File: config.mk
export PLATFORM = sky130hd
export DESIGN_NAME = uart_reply_tx
export DESIGN_NICKNAME = d
export VERILOG_FILES = /design/src/rtl/uart_reply_tx.sv
export SDC_FILE = /design/constraint.sdc
export NUM_CORES = 1
export LEC_CHECK = 0
export ABC_AREA = 1
export CAP_MARGIN = 20
export CORE_MARGIN = 4
export CORE_UTILIZATION = 60
export DETAILED_ROUTE_END_ITERATION = 12
export PLACE_DENSITY = 0.78
export SYNTH_ARGS = -nofsm -noshare
export SYNTH_HDL_FRONTEND = slang
export SYNTH_SLANG_ARGS = --single-unit
File: constraint.sdc
create_clock -name clk -period 2.6 [get_ports clk]
set_input_delay 0.26 -clock clk [delete_from_list [all_inputs] [get_ports clk]]
set_output_delay 0.26 -clock clk [all_outputs]
set_load 0.05 [all_outputs]
File: src/rtl/uart_reply_tx.sv
// Word FIFO + 8N1 serialiser: each 20-bit word leaves as 3 UART bytes.
// Latency 1 cycle from accept to start bit; send_ready drops while the FIFO is full.

module uart_reply_fifo #(
  parameter int W     = 20,
  parameter int DEPTH = 4
) (
  input  logic                     clk,
  input  logic                     rst_n,
  input  logic                     push_i,
  input  logic [W-1:0]             dat_i,
  input  logic                     pop_i,
  output logic [W-1:0]             dat_o,
  output logic [$clog2(DEPTH):0]   count_o
);
  localparam int AW = $clog2(DEPTH);

  logic [W-1:0]  mem_q [DEPTH];
  logic [AW-1:0] wr_q, rd_q;
  logic [AW:0]   count_q, count_d;

  always_comb begin
    count_d = count_q;
    case ({push_i, pop_i})
      2'b10:   count_d = count_q + 1'b1;
      2'b01:   count_d = count_q - 1'b1;
      default: count_d = count_q;
    endcase
  end

  always_ff @(posedge clk or negedge rst_n) begin
    if (!rst_n) begin
      wr_q    <= '0;
      rd_q    <= '0;
      count_q <= '0;
    end else begin
      if (push_i) wr_q <= wr_q + 1'b1;
      if (pop_i)  rd_q <= rd_q + 1'b1;
      count_q <= count_d;
    end
  end

  always_ff @(posedge clk) begin
    if (push_i) mem_q[wr_q] <= dat_i;
  end

  assign dat_o   = mem_q[rd_q];
  assign count_o = count_q;
endmodule

module uart_reply_tx #(
  parameter int CLK_FREQ   = 50_000_000,
  parameter int BAUD       = 115200,
  parameter int FIFO_DEPTH = 4
) (
  input  logic        clk,
  input  logic        rst_n,
  input  logic [19:0] send_data,
  input  logic        send_valid,
  output logic        send_ready,
  output logic        tx,
  output logic        busy
);
  localparam int BAUD_DIV = CLK_FREQ / BAUD;
  localparam int CW       = $clog2(BAUD_DIV);
  localparam int FW       = $clog2(FIFO_DEPTH);
  localparam logic [CW-1:0] BAUD_LAST = CW'(BAUD_DIV - 1);

  typedef enum logic [1:0] {IDLE, START, DATA, STOP} state_e;

  state_e        state_q;
  logic [CW-1:0] baud_q;
  logic [2:0]    bit_q;
  logic [1:0]    byte_q;
  logic [19:0]   word_q;
  logic [7:0]    shift_q;
  logic          tx_q;

  logic [FW:0]   fifo_cnt;
  logic [19:0]   fifo_head;
  logic          fifo_nempty;
  logic          push;
  logic          pop;
  logic          baud_end;

  assign send_ready  = (fifo_cnt != (FW+1)'(FIFO_DEPTH));
  assign push        = send_valid & send_ready;
  assign fifo_nempty = (fifo_cnt != '0);
  assign baud_end    = (baud_q == BAUD_LAST);
  // Pop from IDLE, or chain the next word straight off the last stop bit.
  assign pop = fifo_nempty &
               ((state_q == IDLE) | ((state_q == STOP) & baud_end & (byte_q == 2'd2)));

  uart_reply_fifo #(.W(20), .DEPTH(FIFO_DEPTH)) u_fifo (
    .clk     (clk),
    .rst_n   (rst_n),
    .push_i  (push),
    .dat_i   (send_data),
    .pop_i   (pop),
    .dat_o   (fifo_head),
    .count_o (fifo_cnt)
  );

  always_ff @(posedge clk or negedge rst_n) begin
    if (!rst_n) begin
      state_q <= IDLE;
      baud_q  <= '0;
      bit_q   <= '0;
      byte_q  <= '0;
      word_q  <= '0;
      shift_q <= '0;
      tx_q    <= 1'b1;
    end else begin
      case (state_q)
        IDLE: begin
          tx_q <= 1'b1;
          if (pop) begin
            word_q  <= fifo_head;
            byte_q  <= 2'd0;
            shift_q <= {4'h0, fifo_head[19:16]};
            baud_q  <= '0;
            tx_q    <= 1'b0;
            state_q <= START;
          end
        end
        START: begin
          if (baud_end) begin
            baud_q  <= '0;
            bit_q   <= '0;
            tx_q    <= shift_q[0];
            state_q <= DATA;
          end else begin
            baud_q <= baud_q + 1'b1;
          end
        end
        DATA: begin
          if (baud_end) begin
            baud_q <= '0;
            if (bit_q == 3'd7) begin
              tx_q    <= 1'b1;
              state_q <= STOP;
            end else begin
              bit_q   <= bit_q + 3'd1;
              shift_q <= {1'b0, shift_q[7:1]};
              tx_q    <= shift_q[1];
            end
          end else begin
            baud_q <= baud_q + 1'b1;
          end
        end
        STOP: begin
          if (baud_end) begin
            baud_q <= '0;
            if (byte_q != 2'd2) begin
              byte_q  <= byte_q + 2'd1;
              shift_q <= (byte_q == 2'd0) ? word_q[15:8] : word_q[7:0];
              tx_q    <= 1'b0;
              state_q <= START;
            end else if (pop) begin
              word_q  <= fifo_head;
              byte_q  <= 2'd0;
              shift_q <= {4'h0, fifo_head[19:16]};
              tx_q    <= 1'b0;
              state_q <= START;
            end else begin
              tx_q    <= 1'b1;
              state_q <= IDLE;
            end
          end else begin
            baud_q <= baud_q + 1'b1;
          end
        end
        default: begin
          tx_q    <= 1'b1;
          state_q <= IDLE;
        end
      endcase
    end
  end

  assign tx   = tx_q;
  assign busy = (state_q != IDLE) | fifo_nempty;
endmodule
* Yosys cells after proc, flatten, opt, wreduce, memory -nomap -nowiden
Memories as Yosys holds them, arrays and structs flattened. Cells that the tools add are included.
Operators by class: multiplexer cells 40, reductions and logical operators 15, equal/unequal tests 17, bitwise logic cells 6, add/sub/neg operators 7
Operators by type and width (number):
- 20-bit 2-to-1 mux | 3
- 8-bit 2-to-1 mux | 6
- 20-bit one-hot mux with 2 select lines | 1
- 8-bit one-hot mux with 3 select lines | 1
- 9-bit 2-to-1 mux | 2
- 9-bit one-hot mux with 2 select lines | 1
- 2-bit 2-to-1 mux | 8
- 2-bit inequality test (second input constant) | 7
- 3-bit one-hot mux with 2 select lines | 2
- 1-bit 2-to-1 mux | 10
- 9-bit by 1-bit adder with 9-bit output (second input constant) | 1
- 9-bit equality test (second input constant) | 1
- 3-bit 2-to-1 mux | 3
- 2-bit equality test (second input constant) | 4
- 2-bit one-hot mux with 4 select lines | 1
- 4-bit AND reduction | 2
- 2-bit nonzero test | 4
- 2-bit by 1-bit adder with 2-bit output (second input constant) | 3
- 3-bit by 1-bit adder with 3-bit output (second input constant) | 2
- 3-bit AND reduction | 2
- 3-bit nonzero test | 2
- 5-bit AND reduction | 1
- 1-bit bitwise AND | 4
- 2-bit by 1-bit equality test with 1-bit output (second input constant) | 2
- 10 further kinds | 12
Word-level totals: output and inout port bits 3, memories kept 1, logic and storage cells 96, bits in registers 52, memory bits (writable) 80, input bits 23
Memories:
- u_fifo.mem_q | words 4, width 20, read ports 1, clocked after Yosys merged registers in 0, write ports 1, line 18 | logic [W-1:0] mem_q [DEPTH];

* Depth between registers and ports, before layout
Gate-level depths: netlist of run 1.
depth in word-level cells 9, mapped depth 13, gate-level depth less buffers 13

* Modules after synthesis
From an unflattened synthesis of run 1, not the netlist that was laid out.
Unflattened totals: cells, all modules 600, area total of the unflattened synthesis 6073.3 µm²
Modules (own cells, without submodules):
- uart_reply_fifo | cells each 318, sequential area each 2577.5 µm², area an instance 3683.5 µm², instances 1
- uart_reply_tx | cells each 282, sequential area each 1027.2 µm², area an instance 2389.8 µm², instances 1

* Worst setup path after synthesis of run 1
No wires, ideal clock.
path kind reg2reg, from register u_fifo.count_q[0], in the netlist u_fifo.count_o[0], to memory u_fifo.mem_q[0][0] (enable), buffers on the path 0, data arrival time 2000 ps, period minus slack after synthesis 2396 ps, stages on the path, launching flop included 5, required time 2203 ps, setup slack 204 ps, setup time 397 ps, cells stage by stage dfrtp_1 nor2_1 nand2_1 nand2_1 nor2_1
Between the ends: longest elaborated chain between the ends 4
RTL lines:
- from (decl) | line 20 | logic [AW:0] count_q, count_d;
- from (signal assigned) | line 39 | count_q <= count_d;
- 3-bit inequality test | line 86 | assign send_ready = (fifo_cnt != (FW+1)'(FIFO_DEPTH));
- via send_ready | line 60 | output logic send_ready,
- 1-bit bitwise AND | line 87 | assign push = send_valid & send_ready;
- 1-bit 2-to-1 mux | line 44 | if (push_i) mem_q[wr_q] <= dat_i;
- 1-bit 2-to-1 mux (implied by the code) | line 44
- to (decl) | line 18
The timed path passes the listed nets, and every way through them passes these cells.

* Final worst setup path of run 1
from register state_q[0], to output busy
Between the ends: longest elaborated chain between the ends 2
RTL lines:
- from (decl) | line 71 | state_e state_q;
- from (signal assigned) | line 106 | state_q <= IDLE;
- from (signal assigned) | line 123 | state_q <= START;
- from (signal assigned) | line 131 | state_q <= DATA;
- 2-bit nonzero test | line 182 | assign busy = (state_q != IDLE) | fifo_nempty;
- 1-bit OR | line 182
- to (decl) | line 62 | output logic busy
No other way between the ends.

==> results.py, run 1 <==
metrics = {
    "setup_path": {
        "cp.required_ns": 2.34,
        "critPathKind": "reg -> out",
        "cp_max_fo": 5,
        "cp_data_arrival_time_ns": 2.25,
        "start_kind": "flip-flop",
        "slowest_stage": "clkdlybuf4s50_1",
        "cpPeakStageDelay_ns": 0.82,
        "cp_cell_sequence": "inv_1 -> ha_1 -> nand2_1 -> clkdlybuf4s50_1",
        "rr_worst_depth": 12,
        "endpoint_kind": "output port",
    },
    "routing": {
        "drt_wl_total_um": 11000,
        "wire_per_inst_um": 16.3,
        "vias_per_cell": 5.62,
        "drcViolationCount": 0,
        "first_pass_iters": 4,
        "first_iter_violations": 319,
        "vias": 3802,
        "drtAntennaViolNets": 0,
    },
    "synthesis": {
        "yosysTopAreaCell": "edfxtp_1",
        "yosysWarnings": 0,
        "syn_nets": 556,
        "syn_area_per_cell_um2": 10.6,
        "synthFlopType": "edfxtp_1",
        "synthesis.area_mm2": 0.00551,
        "yosys.cell_types.count": 31,
        "synth_edf_count": 80,
        "synth.top_cells.by_area": "edfxtp_1 (44%), dfrtp_1 (21%), nor2_1 (7.6%)",
        "synthCells": 518,
        "async_reset_ff_share_pct": 37.5,
        "synth.ff_latch_count": 128,
        "ys_seq_area_share_pct": 65.4,
        "synth_top_area_share_pct": 43.6,
    },
    "timing": {
        "slew_viol_final": 0,
        "relSlewSlack_pct": 56.5,
        "min_period_ns": 2.51,
        "fin_worst_skew_ns": 0.00470,
        "final_hold_viol_count": 0,
        "worst-slew-pin-transition_ns": 0.646,
        "rsz0062_at_grt": "false",
        "setup_viol_count_final": 0,
        "clock.fmax_mhz": 398,
        "setup_tns_ns": 0,
        "fin_crit_sh_pct": 96.7,
    },
    "grt": {
        "grt_max_degree": 42,
        "grt_pass1_wl_um": 18700,
        "grt_overflow_total": 0,
        "grt_pass1_vias": 3975,
        "grt_util_all_layers_pct": 21.9,
        "antenna_found_initial": 0,
    },
    "finish": {
        "final_cells": 677,
        "n_fill_cell": 577,
        "drive_above_1_share_pct": 9.14,
        "area_growth_pct": 16.6,
        "antenna_cells": 0,
        "stdcell_area_mm2": 0.00642,
        "final_core_util_pct": 72.9,
        "nets": 594,
        "multi_input_area_mm2": 0.00168,
        "layout.area.seq_mm2": 0.00360,
    },
    "status": {
        "status": "finished clean",
    },
    "floorplanning": {
        "rows": 34,
        "die_h_um": 104,
        "num_io_pins": 26,
        "die-area_mm2": 0.0108,
        "start_util_pct": 62.5,
        "die_w_um": 104,
        "core-area_mm2": 0.00881,
    },
    "cts": {
        "cts-root-buf": "clkbuf_8",
        "cts_sinks": 128,
        "clock_latency_ns": 0.51,
        "cts_tree": "yes",
        "clk_pin_slew_ns": 0.06,
        "cts_resized": 0,
        "cts.path.max_buffers": 2,
        "cts_made_buffers": 17,
        "post-cts-setup-buffer-count": 0,
        "htree_num_levels": 4,
    },
    "placed_design": {
        "dpl.cell_count": 644,
        "gp_congestion": 0.866,
        "hpwl_um": 6850,
        "port_buffers": 25,
        "placed_area_mm2": 0.00588,
    },
    "power_and_ir_drop": {
        "power_density_mw_per_mm2": 802,
        "vdd_drop_max_mv": 0.642,
        "p_leak_nw": 2.65,
        "power_mw": 5.15,
    },
    "flow_run": {
        "drv_cap": 0,
    },
    "min_path": {
        "hold_path_class": "in -> async",
    },
}
critical path, delay by kind of cell, from the launching register on:
| kind | cells | cell delay [ns] |
|---|---|---|
| fa+ha+maj | 1 | 0.24 |
| buf+inv | 2 | 0.93 |
| flops | 1 | 0.43 |
| simple gates | 1 | 0.14 |
placed cells by master, fill, tap and decap left out, types with 2 or more instances in the layout:
master	count
a21oi_1	15
a22o_1	4
a31oi_1	19
buf_4	11
clkbuf_1	3
clkbuf_16	16
clkbuf_8	2
clkdlybuf4s50_1	24
clkinv_2	4
clkinvlp_4	4
dfrtp_1	47
edfxtp_1	80
ha_1	14
inv_1	33
inv_2	2
nand2_1	85
nand2_2	2
nand3_1	7
nor2_1	112
nor3_1	2
o21a_1	2
o21ai_0	57
o22ai_1	5
xor2_1	3
metrics by stage:
stage	hold slack, ns	worst slack, ns
4_1_cts	0.164	0.0581
6_report	0.176	0.0865
2_1_floorplan	-0.0356	0.204
3_5_place_dp	0.177	0.193
5_1_grt	0.204	0.00809
3_3_place_gp	0.170	0.271
state kept, by name (all words and copies together), names as in the netlist:
| name | cells |
|---|---|
| word_q | 16 |
| byte_q | 2 |
| u_fifo.count_o | 3 |
| tx | 1 |
| u_fifo.mem_q | 80 |
| state_q | 2 |
| u_fifo.wr_q | 2 |
| baud_q | 9 |
| bit_q | 3 |
| u_fifo.rd_q | 2 |
| shift_q | 8 |
per-layer routing:
metal	global-route usage (%)	wire, µm	share of wire, %
met2	38.0	5700	52
met1	25.8	4520	41
met4	8.83	223	2.0
met3	5.97	561	5.1
met5	0	0	0
Yosys cell counts (all sizes together), types with 2 or more instances:
master  number
o21ai       58
inv         35
edfxtp      80
nand2       87
clkbuf       8
buf         10
xor2         3
a31oi       19
nor3         2
o22ai        5
a22o         4
dfrtp       47
ha          14
nand3        8
nor2       114
o21a         2
a21oi       16
report_power, final:
part / switching, mW / leakage [nW] / internal (mW)
registers: 0.0836 / 1.32 / 2.48
logic: 0.336 / 1.08 / 0.150
clock network: 0.817 / 0.251 / 1.28
worst paths after layout:
check	slack [ns]	to	startpoint
max	0.09	busy	state_q[0]$_DFFE_PN0P_
min	0.18	u_fifo.wr_q[0]$_DFFE_PN0P_	rst_n
max reg2reg	0.13	u_fifo.count_o[2]$_DFFE_PN0P_	state_q[0]$_DFFE_PN0P_
min reg2reg	0.48	shift_q[5]$_DFFE_PN0P_	shift_q[5]$_DFFE_PN0P_
max in group asynchronous	1.66	word_q[13]$_DFFE_PN0P_	rst_n
min in group clk	0.37	u_fifo.mem_q[2][2]$_DFFE_PP_	send_data[2]
logic make-up after synthesis:
| family | count (synthesis) | share of synthesized area (%) |
|---|---|---|
| XOR/XNOR | 4 | 0.636 |
| AO/OA/AOI/OAI | 105 | 10.9 |
| buffers and inverters | 53 | 4.07 |
| multiplexers | 1 | 0.204 |
| adder cells (fa/ha/maj) | 15 | 3.54 |
| flip-flops | 128 | 65.4 |
| AND/OR/NAND/NOR | 212 | 15.2 |
final cells by class:
type / count / area share (%)
inverters: 35 / 2.05
clock buffers: 21 / 6.84
repair buffers: 37 / 5.26
clock inverters: 11 / 1.44
flip-flops and latches: 128 / 56.1
multi-input cells: 337 / 26.2
well taps: 108 / 2.10
repair_timing:
action	in CTS	in global routing
endpoints found under the hold margin	13	0
hold buffers	1	0
endpoints found under the setup margin	0	0
Note: power is estimated with default switching activity, not from simulation.
==> run 2, diff against run 1 <==
SLEW_MARGIN = 5   (was default)
==> results of run 2 <==
Same layout as run 1: the final DEF is identical, and so are final timing and power.
